## config.mk

```make
export PLATFORM = sky130hd
export DESIGN_NAME = sub_8bit_seq_flat
export DESIGN_NICKNAME = d
export VERILOG_FILES = /design/src/rtl/sub_8bit_seq_pkg.sv /design/src/rtl/sub_8bit_seq_if.sv /design/src/rtl/sub_8bit_seq_digit.sv /design/src/rtl/sub_8bit_seq.sv /design/src/flat_wrapper.sv
export SDC_FILE = /design/constraint.sdc
export NUM_CORES = 1
export LEC_CHECK = 0
export ABC_CLOCK_PERIOD_IN_PS = 6200
export CAP_MARGIN = 20
export CORE_MARGIN = 1.5
export CORE_UTILIZATION = 50
export CTS_BUF_LIST = sky130_fd_sc_hd__clkbuf_8 sky130_fd_sc_hd__clkbuf_16
export CTS_CLUSTER_DIAMETER = 60
export DETAILED_ROUTE_END_ITERATION = 8
export GPL_TIMING_DRIVEN = 0
export PLACE_DENSITY_LB_ADDON = 0.1
export SETUP_SLACK_MARGIN = 0.2
export SLEW_MARGIN = 20
export SYNTH_ARGS = -nofsm -noshare
export SYNTH_HDL_FRONTEND = slang
export SYNTH_SLANG_ARGS = --single-unit
```

## constraint.sdc

```tcl
create_clock -name clk -period 6.2 [get_ports clk]
set_clock_uncertainty 0.05 [all_clocks]
set_input_delay 1.24 -clock clk [delete_from_list [all_inputs] [get_ports clk]]
set_output_delay 1.24 -clock clk [all_outputs]
set_load 0.03 [all_outputs]
```

## src/rtl/sub_8bit_seq_pkg.sv

```systemverilog
// sub_seq_pkg: shared types and constants for the digit-serial subtractor.
//   state_e      - controller states (IDLE, DIGIT, TOP, DONE)
//   DIGIT_W_DEF  - default number of bits subtracted per DIGIT cycle
//   digit_count  - number of DIGIT cycles for a given operand width
package sub_seq_pkg;

  typedef enum logic [1:0] {
    IDLE  = 2'd0,
    DIGIT = 2'd1,
    TOP   = 2'd2,
    DONE  = 2'd3
  } state_e;

  localparam int DIGIT_W_DEF = 4;

  function automatic int digit_count(input int width, input int digit_w);
    return width / digit_w;
  endfunction

endpackage

```

## src/rtl/sub_8bit_seq_if.sv

```systemverilog
// sub_8bit_seq_if: operand/result handshake bundle for sub_8bit_seq.
//   in_valid/in_ready   - operand handshake (sum, a)
//   out_valid/out_ready - result handshake (b, underflow, overflow)
//   mismatch            - re-add self-check flag, present only when
//                         SUB_8BIT_SEQ_SELFCHECK_EN is defined
// master = producer/consumer side, slave = the subtractor.
interface sub_8bit_seq_if #(parameter int WIDTH = 8);

  logic             in_valid;
  logic             in_ready;
  logic [WIDTH:0]   sum;
  logic [WIDTH-1:0] a;
  logic             out_valid;
  logic             out_ready;
  logic [WIDTH-1:0] b;
  logic             underflow;
  logic             overflow;

`ifdef SUB_8BIT_SEQ_SELFCHECK_EN
  logic             mismatch;

  modport master (
    output in_valid, sum, a, out_ready,
    input  in_ready, out_valid, b, underflow, overflow, mismatch
  );

  modport slave (
    input  in_valid, sum, a, out_ready,
    output in_ready, out_valid, b, underflow, overflow, mismatch
  );
`else
  modport master (
    output in_valid, sum, a, out_ready,
    input  in_ready, out_valid, b, underflow, overflow
  );

  modport slave (
    input  in_valid, sum, a, out_ready,
    output in_ready, out_valid, b, underflow, overflow
  );
`endif

endinterface

```

## src/rtl/sub_8bit_seq_digit.sv

```systemverilog
// sub_digit: DIGIT_W-bit subtractor d = x - y - bin with borrow out.
//   x_i, y_i  - minuend / subtrahend digit
//   bin_i     - borrow in
//   d_o       - difference digit
//   bout_o    - borrow out
// Borrows are formed from generate (~x & y) and propagate (~(x ^ y)) terms.
module sub_digit #(
  parameter int DIGIT_W = 4
) (
  input  logic [DIGIT_W-1:0] x_i,
  input  logic [DIGIT_W-1:0] y_i,
  input  logic               bin_i,
  output logic [DIGIT_W-1:0] d_o,
  output logic               bout_o
);

  logic [DIGIT_W-1:0] g;
  logic [DIGIT_W-1:0] p;
  logic [DIGIT_W:0]   c;

  assign g = ~x_i & y_i;
  assign p = ~(x_i ^ y_i);

  always_comb begin
    c    = '0;
    c[0] = bin_i;
    for (int i = 0; i < DIGIT_W; i++) begin
      c[i+1] = g[i] | (p[i] & c[i]);
    end
  end

  assign d_o    = x_i ^ y_i ^ c[DIGIT_W-1:0];
  assign bout_o = c[DIGIT_W];

endmodule

```

## src/rtl/sub_8bit_seq.sv

```systemverilog
// sub_8bit_seq: digit-serial inverse of the 8-bit adder, b = sum - a.
// One DIGIT_W-bit subtract per DIGIT cycle, then a 1-bit TOP step that
// resolves the sum MSB against the running borrow and sets the flags.
//   clk, rst  - clock, synchronous active-high reset
//   bus_if    - slave side of sub_8bit_seq_if (operands in, result out)
// Optional: SUB_8BIT_SEQ_SELFCHECK_EN adds bus_if.mismatch, set when
// a + {d8, b} does not reproduce the latched sum.
//
// state | meaning
// IDLE  | waiting for operands, in_ready=1
// DIGIT | subtracting digit idx, one digit per cycle
// TOP   | resolving sum MSB, computing underflow/overflow
// DONE  | result presented, out_valid=1
module sub_8bit_seq
  import sub_seq_pkg::*;
#(
  parameter int WIDTH   = 8,
  parameter int DIGIT_W = DIGIT_W_DEF
) (
  input logic           clk,
  input logic           rst,
  sub_8bit_seq_if.slave bus_if
);

  localparam int NDIG  = digit_count(WIDTH, DIGIT_W);
  localparam int IDX_W = (NDIG > 1) ? $clog2(NDIG) : 1;

  if ((WIDTH % DIGIT_W) != 0) begin : g_bad_digit_w
    $error("sub_8bit_seq: WIDTH must be a multiple of DIGIT_W");
  end

  state_e           state_q, state_d;
  logic [WIDTH:0]   sum_q, sum_d;
  logic [WIDTH-1:0] a_q, a_d;
  logic [WIDTH-1:0] b_q, b_d;
  logic             borrow_q, borrow_d;
  logic [IDX_W-1:0] idx_q, idx_d;
  logic             uf_q, uf_d;
  logic             of_q, of_d;

  logic             in_ready;
  logic             hs;
  int               base;
  logic [DIGIT_W-1:0] x_dig, y_dig, d_dig;
  logic             bout_dig;
  logic             d8;
  logic             top_borrow;

  assign in_ready = (state_q == IDLE) | ((state_q == DONE) & bus_if.out_ready);
  assign hs       = bus_if.in_valid & in_ready;

  // Single subtractor shared by all digits, selected by the digit index.
  assign base  = int'(idx_q) * DIGIT_W;
  assign x_dig = sum_q[base +: DIGIT_W];
  assign y_dig = a_q[base +: DIGIT_W];

  sub_digit #(.DIGIT_W(DIGIT_W)) u_digit (
    .x_i   (x_dig),
    .y_i   (y_dig),
    .bin_i (borrow_q),
    .d_o   (d_dig),
    .bout_o(bout_dig)
  );

  // 1-bit subtract of the sum MSB minus the borrow out of the low digits.
  assign d8         = sum_q[WIDTH] ^ borrow_q;
  assign top_borrow = ~sum_q[WIDTH] & borrow_q;

`ifdef SUB_8BIT_SEQ_SELFCHECK_EN
  logic             mm_q, mm_d;
  logic [WIDTH:0]   resum;

  assign resum = {1'b0, a_q} + {d8, b_q};
`endif

  always_comb begin
    state_d  = state_q;
    sum_d    = sum_q;
    a_d      = a_q;
    b_d      = b_q;
    borrow_d = borrow_q;
    idx_d    = idx_q;
    uf_d     = uf_q;
    of_d     = of_q;
`ifdef SUB_8BIT_SEQ_SELFCHECK_EN
    mm_d     = mm_q;
`endif

    case (state_q)
      IDLE: begin
        if (hs) state_d = DIGIT;
      end
      DIGIT: begin
        b_d[base +: DIGIT_W] = d_dig;
        borrow_d             = bout_dig;
        if (idx_q == IDX_W'(NDIG - 1)) begin
          idx_d   = '0;
          state_d = TOP;
        end else begin
          idx_d = idx_q + 1'b1;
        end
      end
      TOP: begin
        uf_d    = top_borrow;
        of_d    = ~top_borrow & d8;
`ifdef SUB_8BIT_SEQ_SELFCHECK_EN
        mm_d    = (resum != sum_q);
`endif
        state_d = DONE;
      end
      DONE: begin
        if (bus_if.out_ready) state_d = hs ? DIGIT : IDLE;
      end
      default: state_d = IDLE;
    endcase

    // hs can only be true in IDLE or DONE, so the load never collides
    // with the DIGIT/TOP updates above.
    if (hs) begin
      sum_d    = bus_if.sum;
      a_d      = bus_if.a;
      borrow_d = 1'b0;
      idx_d    = '0;
    end
  end

  always_ff @(posedge clk) begin
    if (rst) begin
      state_q  <= IDLE;
      sum_q    <= '0;
      a_q      <= '0;
      b_q      <= '0;
      borrow_q <= 1'b0;
      idx_q    <= '0;
      uf_q     <= 1'b0;
      of_q     <= 1'b0;
`ifdef SUB_8BIT_SEQ_SELFCHECK_EN
      mm_q     <= 1'b0;
`endif
    end else begin
      state_q  <= state_d;
      sum_q    <= sum_d;
      a_q      <= a_d;
      b_q      <= b_d;
      borrow_q <= borrow_d;
      idx_q    <= idx_d;
      uf_q     <= uf_d;
      of_q     <= of_d;
`ifdef SUB_8BIT_SEQ_SELFCHECK_EN
      mm_q     <= mm_d;
`endif
    end
  end

  assign bus_if.in_ready  = in_ready;
  assign bus_if.out_valid = (state_q == DONE);
  assign bus_if.b         = b_q;
  assign bus_if.underflow = uf_q;
  assign bus_if.overflow  = of_q;
`ifdef SUB_8BIT_SEQ_SELFCHECK_EN
  assign bus_if.mismatch  = mm_q;
`endif

endmodule

```

## src/flat_wrapper.sv

```systemverilog
// flat-port wrapper written by rule: the top's interface ports become plain ports
module sub_8bit_seq_flat import sub_seq_pkg::*;
#(
  parameter int WIDTH   = 8,
  parameter int DIGIT_W = DIGIT_W_DEF
)
  (clk, rst, bus_if_in_valid, bus_if_sum, bus_if_a, bus_if_out_ready, bus_if_in_ready, bus_if_out_valid, bus_if_b, bus_if_underflow, bus_if_overflow);
  sub_8bit_seq_if #(.WIDTH(WIDTH)) bus_if_i ();
  input logic clk;
  input logic rst;
  input wire logic [$bits(bus_if_i.in_valid)-1:0] bus_if_in_valid;
  input wire logic [$bits(bus_if_i.sum)-1:0] bus_if_sum;
  input wire logic [$bits(bus_if_i.a)-1:0] bus_if_a;
  input wire logic [$bits(bus_if_i.out_ready)-1:0] bus_if_out_ready;
  output wire logic [$bits(bus_if_i.in_ready)-1:0] bus_if_in_ready;
  output wire logic [$bits(bus_if_i.out_valid)-1:0] bus_if_out_valid;
  output wire logic [$bits(bus_if_i.b)-1:0] bus_if_b;
  output wire logic [$bits(bus_if_i.underflow)-1:0] bus_if_underflow;
  output wire logic [$bits(bus_if_i.overflow)-1:0] bus_if_overflow;
  assign bus_if_i.in_valid = bus_if_in_valid;
  assign bus_if_i.sum = bus_if_sum;
  assign bus_if_i.a = bus_if_a;
  assign bus_if_i.out_ready = bus_if_out_ready;
  assign bus_if_in_ready = bus_if_i.in_ready;
  assign bus_if_out_valid = bus_if_i.out_valid;
  assign bus_if_b = bus_if_i.b;
  assign bus_if_underflow = bus_if_i.underflow;
  assign bus_if_overflow = bus_if_i.overflow;
  sub_8bit_seq #(.WIDTH(WIDTH), .DIGIT_W(DIGIT_W)) u_core (.clk(clk), .rst(rst), .bus_if(bus_if_i));
endmodule
```

==> impl_metrics.csv <==
group,metric,value,unit
outcome,status,"finished, violations left",
outcome,violations,"design-rule violations",
detailed_routing,m1WireLength,1.43,mm
synthesis,synth_compound_area_share,21.5,%
critical_path,path_max_fanout,10,
cells_and_area,antenna-diode-count,0,
timing,setup_violations,0,
detailed_routing,drc,4,
pwr,switching_share,38.4,%
synthesis,async_flop_share,0,%
synthesis,synth_fa_ha_area_share,9.48,%
synthesis,synth.largest_area_cell,"dfxtp_1",
floorplanning,fp.dieH,57.8,um
timing,relSlewSlack,67.0,%
place,place_hpwl,2.33,mm
cells_and_area,fin_nets,232,
place,place_area,1860,um^2
critical_path,crit_cells,5,
synthesis,yosysMostFrequentCell,"dfxtp_1",
detailed_routing,met2WireLength,1.57,mm
place,globalplace.congestion,0.784,
pwr,total_power,0.893,mW
detailed_routing,routed_wl,3.25,mm
timing,timing.final.crit_share,67.0,%
critical_path,crit_path_max_incr_delay,0.60,ns
cells_and_area,final_area,1980,um^2
min_path,min_path_cells,2,
cells_and_area,layout.cells.non_filler,234,
cts,postCtsSetupBuffers,0,
synthesis,yosysTopAreaCellShare,41.3,%
synthesis,synth-edff-count,0,
synthesis,synth_area_leaders,"dfxtp_1 (41%), a21oi_1 (8.7%), nand3_1 (6.3%)",
critical_path,cp-end-kind,"output pin",
synthesis,synth_commonest_cells,"dfxtp_1 (31), a21oi_1 (26), nand3_1 (19)",
detailed_routing,maxUsedRoutingLayer,"met4",
synthesis,synthCells,163,
pwr,pwr-share-comb,46.6,%
synthesis,yosysSeqAreaShare,41.3,%
cts,worstSkewPairLatency,0.29,ns
floorplanning,core,2810,um^2
detailed_routing,dr_wl_met3,167,um
detailed_routing,via_per_inst,5.73,
pwr,powerDensity,451,nW/um^2
timing,min_period,4.15,ns
cells_and_area,final_util,70.6,%
floorplanning,io_pins,33,
grt,grt_max_degree,11,
cts,numCtsBuffers,5,
grt,antenna_found_initial,0,
timing,holdWs,0.402,ns
synthesis,synth_mux_area_share,6.32,%
timing,finalWorstSetupSlack,2.05,ns
synthesis,synth_xor_area_share,0,%
pwr,pwr-share-seq,30.1,%
floorplanning,rows,19,
timing,slew_viol_final,0,
detailed_routing,num_vias,1341,
cts,cts_buffer_depth,2,
critical_path,slowest_stage,"clkdlybuf4s50_1",
synthesis,yosysWarnings,0,
synthesis,avgSynthCellArea,9.23,um^2
critical_path,worstRegToRegCells,10,
floorplanning,die_w,57.8,um
place,place_ws,2.05,ns
timing,worstMarginPinSlew,0.496,ns
cts,ctsResizeCount,0,
grt,grt_pass1_vias,1257,
floorplanning,start_util,53.6,%
cts,cts_tree,"done",
timing,finalHoldViolCount,0,
synthesis,synth_top_family_by_area,"compound AO/OA/AOI/OAI gates",
grt,grt.total_usage,20.9,%
grt,grt_overflow,0,
synthesis,synth-simple-area-share,14.4,%
min_path,holdCritStartpoint,"u_core.bus_if.b[5]",
timing,fmax,0.241,GHz
pwr,power_switching,0.343,mW
synthesis,ys.flop_type,"dfxtp_1",
timing,fin_tns_setup,0,ns
critical_path,r2r-start,"u_core.idx_q",
cells_and_area,syn_to_final_growth,31.7,%
min_path,hold_class,"flop to flop",
synthesis,syn_area,1500,um^2
cts,clk_pin_slew,0.07,ns
detailed_routing,first_iter_violations,45,
cts,numClockSinks,31,
cts,clockRootBuffer,"clkbuf_8",
critical_path,crit_type,"input pin to output pin",
detailed_routing,drtPass1Iterations,6,
pwr,leakage,0.715,nW
pwr,peakVddDrop,0.000284,V
critical_path,critical_path.top_delay_family,"buffers and inverters",
synthesis,ys_types,32,
place,place_inst,226,
critical_path,critPathLaunch,"bus_if_out_ready",
critical_path,crit_chain,"clkdlybuf4s50_1, a21oi_4, inv_2, buf_4, clkdlybuf4s50_1",
pwr,p_clk_share,23.3,%
critical_path,crit_required,4.91,ns
pwr,internal_power,0.551,mW
synthesis,ys_seq_elements,31,
grt,grt_pass1_wl,5.37,mm
critical_path,critical_path_buf_inv_count,4,
critical_path,path_common_cell,"clkdlybuf4s50_1",
detailed_routing,antenna_left,0,
cts,cts.htree.levels,2,
cts,postCtsHoldBufs,0,
cells_and_area,layout-drive-gt1-share,13.3,%
floorplanning,dieArea,3350,um^2
place,portBuffers,32,
detailed_routing,post_drt_wl_per_cell,13.9,um
flow_run,max_cap_violations,0,
timing,rsz0062_at_grt,"no",
synthesis,synth_nets,193,
critical_path,cp-start-kind,"input pin",
critical_path,crit_arrival,2.86,ns
-- kinds of logic (layout without fill, tap and decap cells) --
| family | Yosys count | in the layout |
|---|---|---|
| multiplexers | 9 | 9 |
| AO/OA/AOI/OAI | 54 | 54 |
| flip-flops | 31 | 31 |
| AND/OR/NAND/NOR | 41 | 41 |
| buffers and inverters | 19 | 59 |
| adder cells (fa/ha/maj) | 9 | 9 |
-- cell usage in the layout (no fill, tap or decap), drive strengths merged, types with 2 or more instances in the layout --
cell type	count
nor2	2
nor2b	3
inv	6
nand2	7
nand2b	6
o21ai	17
fa	4
mux2i	5
clkbuf	9
a311oi	2
mux2	4
nand3	19
clkdlybuf4s50	32
a21oi	27
buf	10
dfxtp	31
a211oi	4
ha	5
a221oi	2
nand3b	2
-- layer usage --
metal / up-vias / global-route usage, %
li1: 657 / -
met3: 11 / 5.58
met5: - / 0
met1: 631 / 24.8
met2: 42 / 35.7
met4: 0 / 8.64
-- sequential cells by signal, indices dropped and copies added (netlist names) --
signal                   flops
u_core.bus_if.b              8
u_core.sum_q                 9
u_core.idx_q                 1
u_core.a_q                   8
u_core.bus_if.underflow      1
u_core.borrow_q              1
u_core.state_q               2
u_core.bus_if.overflow       1
-- worst paths after layout --
kind	to	slack [ns]
max	bus_if_in_ready	2.05
min	u_core.bus_if.b[5]	0.40
max reg2reg	u_core.bus_if.b[7]	3.36
min reg2reg	u_core.bus_if.b[5]	0.40
-- power groups by stage --
stage	clock (mW)	sequential (mW)	combinational (mW)
finish	0.208	0.269	0.417
global route	0.218	0.275	0.454
CTS	0.207	0.269	0.414
detailed placement	0	0.273	0.410
global placement	0	0.271	0.400
floorplan	0	0.293	0.270
-- worst reg2reg max path, delay by kind of cell (launching register included) --
family | cells | cell delay (ns)
flip-flops | 1 | 0.32
adder cells (fa/ha/maj) | 4 | 1.38
multiplexers | 1 | 0.27
AO/OA/AOI/OAI | 1 | 0.27
buffers and inverters | 4 | 0.47
-- layout make-up --
cell class / count / area [um^2]
fillers: 233 / 825
clock inverters: 2 / 35.0
flip-flops and latches: 31 / 621
plain buffers: 13 / 82.6
multi-input cells: 113 / 778
well taps: 31 / 38.8
repair buffers: 32 / 320
clock buffers: 6 / 82.6
inverters: 6 / 22.5
(Power assumes the default switching activity.)
==> RTL edit 1 (same flow settings) <==
The 4 states of `state_e` get a Gray code encoding in 2 bits.
--- a/src/rtl/sub_8bit_seq_pkg.sv
+++ b/src/rtl/sub_8bit_seq_pkg.sv
@@ -5,10 +5,10 @@
 package sub_seq_pkg;
 
   typedef enum logic [1:0] {
-    IDLE  = 2'd0,
-    DIGIT = 2'd1,
-    TOP   = 2'd2,
-    DONE  = 2'd3
+    IDLE  = 2'b00,
+    DIGIT = 2'b01,
+    TOP   = 2'b11,
+    DONE  = 2'b10
   } state_e;
 
   localparam int DIGIT_W_DEF = 4;
Behaviour: same outputs for any inputs over 10 cycles, from zero or initial values and one cycle with rst high; not proved beyond that.
==> RTL edit 1 against the original RTL <==
- setup slack improved by 0.27 ns
- wire length decreased by 12%
- sequential cell count unchanged
- first-iteration DRC count decreased by 33%
- via count decreased by 19%
- synthesized area increased by 4.0%
- design area increased by 2.7%
- die area increased by 3.8%
- global-route usage decreased by 1.3 points
- cell count decreased by 6.4%
- core utilization decreased by 2.9 points
- critical endpoint unchanged
Power is not compared: it rests on default switching activity, and its combinational part moved more than twofold at a synthesized area within 25%.
==> RTL edit 1: results (changes against the original RTL) <==
The smallest hold slack came out at 0.400 ns (-0.00169 ns). The total of fill cells in the finished design is 246 (+5.6%). The startpoint of the lowest-slack hold path is u_core.bus_if.overflow.

The met2 wire length came out at 1.43 mm (-8.6%). The number of nets in the final layout is 210 (-9.5%). The worst flop-to-flop path endpoint is u_core.bus_if.b[3].

The met1 routed wirelength after detailed routing came out at 1.24 mm (-13%). The startpoint identified for the worst register-to-register timing path is u_core.idx_q. The distinct cell type count of the synthesized netlist came out at 27 (-16%). The fraction of final layout cells with drive strength greater than 1 came to 18.3% (+5.0 points).

The delay of the slowest cell on the worst path came out at 0.67 ns (+0.07 ns). The post-route clock period utilization is 62.6% (-4.4 points). The number of nets produced by synthesis is 172 (-11%). The number of DRC markers after the initial detailed-route iteration came out at 30 (-33%). The worst slack at placement came to 2.31 ns (+0.260 ns). After synthesis, the most frequently instantiated cells are 31 x dfxtp_1, 26 x mux2i_1, 23 x nand2b_1, 12 x nor2_1, 9 x or2b_2. The headroom to the max-slew limit came out at 75.1% (+8.1 points). The flow ran to the end, and the final reports show no timing, DRC or antenna violations. The depth of the worst register-to-register path came out at 9 (-1).

The routed wire length on met3 came out at 146 microns (-13%). The number of buffers added on ports is 31 (-3.1%). The share of synthesized area occupied by flip-flops and latches came out at 39.7% (-1.6 points).

The worst reg-to-reg setup slack is 3.33 ns (-0.03 ns). The routed via count is 1084 (-19%). The post-detailed-placement half-perimeter wirelength is 2.18 mm (-6.6%). The number of iterations in the first detailed-routing pass came out at 3 (-3).

The maximum fanout encountered on the critical timing path came to 3 (-7). The final instance count without filler cells is 219 (-6.4%). By area the synthesized netlist is led by dfxtp_1 40%, mux2i_1 17%, nand2b_1 9.2%. The cell area after placement was 0.00192 sq mm (+2.8%). The initial antenna violation count came out at 0 (unchanged).
## RTL edit 1: cell count changes in the layout (fill, tap and decap cells not counted), moves of 4 or more
cell / before / now
o21ai_0: 17 / 0
a21oi_1: 26 / 2
nor2_1: 2 / 12
nand2_1: 7 / 3
nand2b_1: 5 / 23
ha_1: 5 / 0
or2b_2: 0 / 9
nand3_1: 19 / 0
mux2i_1: 5 / 26
## RTL edit 1: layout make-up
class	count	share of cell area (%)
Sequential cell	31	30.5
Inverter	2	0.369
Multi-Input combinational cell	103	41.7
Timing Repair Buffer	31	15.3
Clock buffer	6	4.06
Clock inverter	2	1.72
Tap cell	33	2.03
Buffer	11	4.31
## RTL edit 1: power by group through the flow
| stage | sequential [mW] | combinational, mW | clock (mW) |
|---|---|---|---|
| global route | 0.221 | 0.112 | 0.220 |
| finish | 0.219 | 0.103 | 0.207 |
| CTS | 0.220 | 0.104 | 0.211 |
| detailed placement | 0.224 | 0.103 | 0 |
| floorplan | 0.230 | 0.0609 | 0 |
| global placement | 0.223 | 0.101 | 0 |
## RTL edit 1: cells by family (layout without fill, tap and decap cells)
kind of cell	after synthesis	in the layout	share of synthesized area [%]
AOI/OAI and AO/OA	8	8	3.52
xor gates and xnor gates	1	1	0.560
adders and majority gates	4	4	5.12
buffers and inverters	13	52	6.08
DFF	31	31	39.7
muxes	30	30	19.5
and+or+nand+nor	60	60	25.5
## RTL edit 1: routing by layer
metal	up-vias	global-route usage, %
li1	558	-
met1	493	23.3
met2	28	31.4
met3	5	7.25
met4	0	9.09
met5	-	0
## RTL edit 1: tightest hold or removal path: stages (launching register included)
cell and delay, ns:
dfxtp_1 0.31, nand2_1 0.05, a21oi_1 0.05
==> RTL edit 2 (config.mk and constraints unchanged) <==
Without the edit above. `WIDTH` is set to 8 in 3 places; all go to 4.
--- a/src/rtl/sub_8bit_seq_if.sv
+++ b/src/rtl/sub_8bit_seq_if.sv
@@ -4,7 +4,7 @@
 //   mismatch            - re-add self-check flag, present only when
 //                         SUB_8BIT_SEQ_SELFCHECK_EN is defined
 // master = producer/consumer side, slave = the subtractor.
-interface sub_8bit_seq_if #(parameter int WIDTH = 8);
+interface sub_8bit_seq_if #(parameter int WIDTH = 4);
 
   logic             in_valid;
   logic             in_ready;
--- a/src/rtl/sub_8bit_seq.sv
+++ b/src/rtl/sub_8bit_seq.sv
@@ -14,7 +14,7 @@
 module sub_8bit_seq
   import sub_seq_pkg::*;
 #(
-  parameter int WIDTH   = 8,
+  parameter int WIDTH   = 4,
   parameter int DIGIT_W = DIGIT_W_DEF
 ) (
   input logic           clk,
--- a/src/flat_wrapper.sv
+++ b/src/flat_wrapper.sv
@@ -1,7 +1,7 @@
 // flat-port wrapper written by rule: the top's interface ports become plain ports
 module sub_8bit_seq_flat import sub_seq_pkg::*;
 #(
-  parameter int WIDTH   = 8,
+  parameter int WIDTH   = 4,
   parameter int DIGIT_W = DIGIT_W_DEF
 )
   (clk, rst, bus_if_in_valid, bus_if_sum, bus_if_a, bus_if_out_ready, bus_if_in_ready, bus_if_out_valid, bus_if_b, bus_if_underflow, bus_if_overflow);
Interface: changed (resized bus_if_a, bus_if_b and bus_if_sum); port bits go from 33 to 21. No check against the original RTL was run, so the function may have changed too.
==> RTL edit 2 against the original RTL <==
- total power decreased by 40%
- global-route usage decreased by 0.89 points
- core utilization decreased by 1.9 points
- setup slack improved by 0.16 ns
- die area decreased by 39%
- fmax increased by 4.0%
- sequential cell count decreased by 13
- synthesized area decreased by 40%
- non-clock buffer count decreased by 21
- combinational power decreased by 36%
- design area decreased by 41%
- wire length decreased by 48%
- hold slack improved by 0.021 ns
- synthesized cell count decreased by 40%
- critical path type unchanged
- largest cell class unchanged
==> RTL edit 2: results (changes against the original RTL) <==
The flow ran to the end, and the final reports show no timing, DRC or antenna violations. The total of fill cells in the finished design was 152 (-35%). The number of flip-flops under the largest register name came out at 5 (-4).

The number of iterations in the first detailed-routing pass came out at 4 (-2). The post-CTS setup buffer count came out at 0 (unchanged). The final instance count without filler cells is 145 (-38%). The area growth from synthesis to layout is 30.8%. The number of nets in the final layout is 143 (-38%). The delay of the slowest cell on the worst path is 0.67 ns (+0.07 ns).

The diode insertion count for antenna repair is 0 (unchanged). The total wire length after detailed routing came to 1.69 mm (-48%). The register with the most flip-flops is u_core.sum_q. The total global-route track usage was 20.0% (-0.89 points).

The post-synthesis async set-or-reset flop share is 0% (unchanged). The worst slack at placement was 2.21 ns (+0.158 ns). The clock buffer count from CTS was 3 (-2). The share of synthesized area occupied by flip-flops and latches came out at 40.2% (-1.1 points). The largest net degree at the start of global routing came out at 11 (unchanged). The number of hold violations in the final report is 0 (unchanged). The cell area after placement was 0.00112 sq mm (-40%).

The worst path arrival time came out at 2.70 ns (-0.16 ns). By area the synthesized netlist is led by dfxtp_1 40%, fa_1 8.9%, ha_1 7.0%. The global placer's final weighted congestion is 0.747 (-4.7%). The leakage power figure came to 0.453 nW (-37%).

The global-route wire length before repair came to 2.95 mm (-45%). By count the netlist is led by 18 x dfxtp_1, 12 x a21oi_1, 10 x inv_1, 10 x nand3_1, 9 x o21ai_1. The initial antenna violation count came out at 0 (unchanged). The distinct cell type count of the synthesized netlist came out at 23 (-28%). The number of global-route vias before repair is 652 (-48%). The number of buffers added on ports came out at 19 (-41%). The number of H-tree levels came out at 1 (-1). The post-detailed-placement half-perimeter wirelength is 1.22 mm (-48%). The routed via count is 758 (-43%). The number of nets produced by synthesis is 119 (-38%). The fraction of final layout cells with drive strength greater than 1 is 10.0% (-3.3 points). The pin slew with the least headroom to its limit came out at 0.303 ns (-0.193 ns). The number of DRC markers after the initial detailed-route iteration came out at 6 (-87%). The root buffer selected by CTS is clkbuf_8. The maximum ir drop on the vdd rail is 0.246 mV (-14%).

The clock latency on the worst-skew pair came out at 0.25 ns (-0.04 ns). The average footprint of a synthesized cell was 9.25 sq um (+0.24%).
[RTL edit 2: cell types whose count changed after synthesis, sizes merged, moves of 3 or more]
cell	delta
o21ai	-8
clkbuf	-3
a21oi	-14
mux2i	-3
nor2	+4
dfxtp	-13
buf	-5
nand3	-9
inv	+5
nand2	-7
nor2b	-3
mux2	-4
[RTL edit 2: critical path: cells and delay by family]
kind | cells | cell delay, ns
buffers and inverters | 4 | 1.39
AO/OA/AOI/OAI | 1 | 0.07
[RTL edit 2: worst paths after layout]
kind                                start                      end  slack, ns  cells after the start
hold / removal    u_core.bus_if.underflow  u_core.bus_if.underflow       0.42                      2
setup reg to reg          u_core.borrow_q       u_core.bus_if.b[3]       4.01                      9
hold reg to reg   u_core.bus_if.underflow  u_core.bus_if.underflow       0.42                      2
setup / recovery         bus_if_out_ready          bus_if_in_ready       2.21                      5
[RTL edit 2: power breakdown]
group	internal, mW	switching [mW]	total (mW)
Combinational	0.115	0.153	0.268
Clock	0.0564	0.0411	0.0975
Sequential	0.148	0.0221	0.170
Total	0.319	0.217	0.536
[RTL edit 2: layer usage]
layer / GRT usage, % / up-vias / part of all wire (%)
met3: 3.60 / 4 / 3.4
met2: 29.1 / 19 / 46
met4: 5.29 / 0 / 0.95
met1: 30.5 / 360 / 50
li1: - / 375 / -
met5: 0 / - / 0
[RTL edit 2: cell type report]
cell class,instances,area share [%]
plain buffers,5,2.88
clock buffers,4,4.69
inverters,11,3.94
multi-input cells,63,38.9
flip-flops and latches,18,30.7
well taps,25,2.67
repair buffers,19,16.2
[RTL edit 2: logic make-up after synthesis]
logic type / Yosys count / share of synthesized area, %
flops: 18 / 40.2
buf+inv: 16 / 8.93
compound gates: 29 / 19.7
mux: 2 / 2.23
simple gates: 23 / 13.1
fa+ha+maj: 9 / 15.9
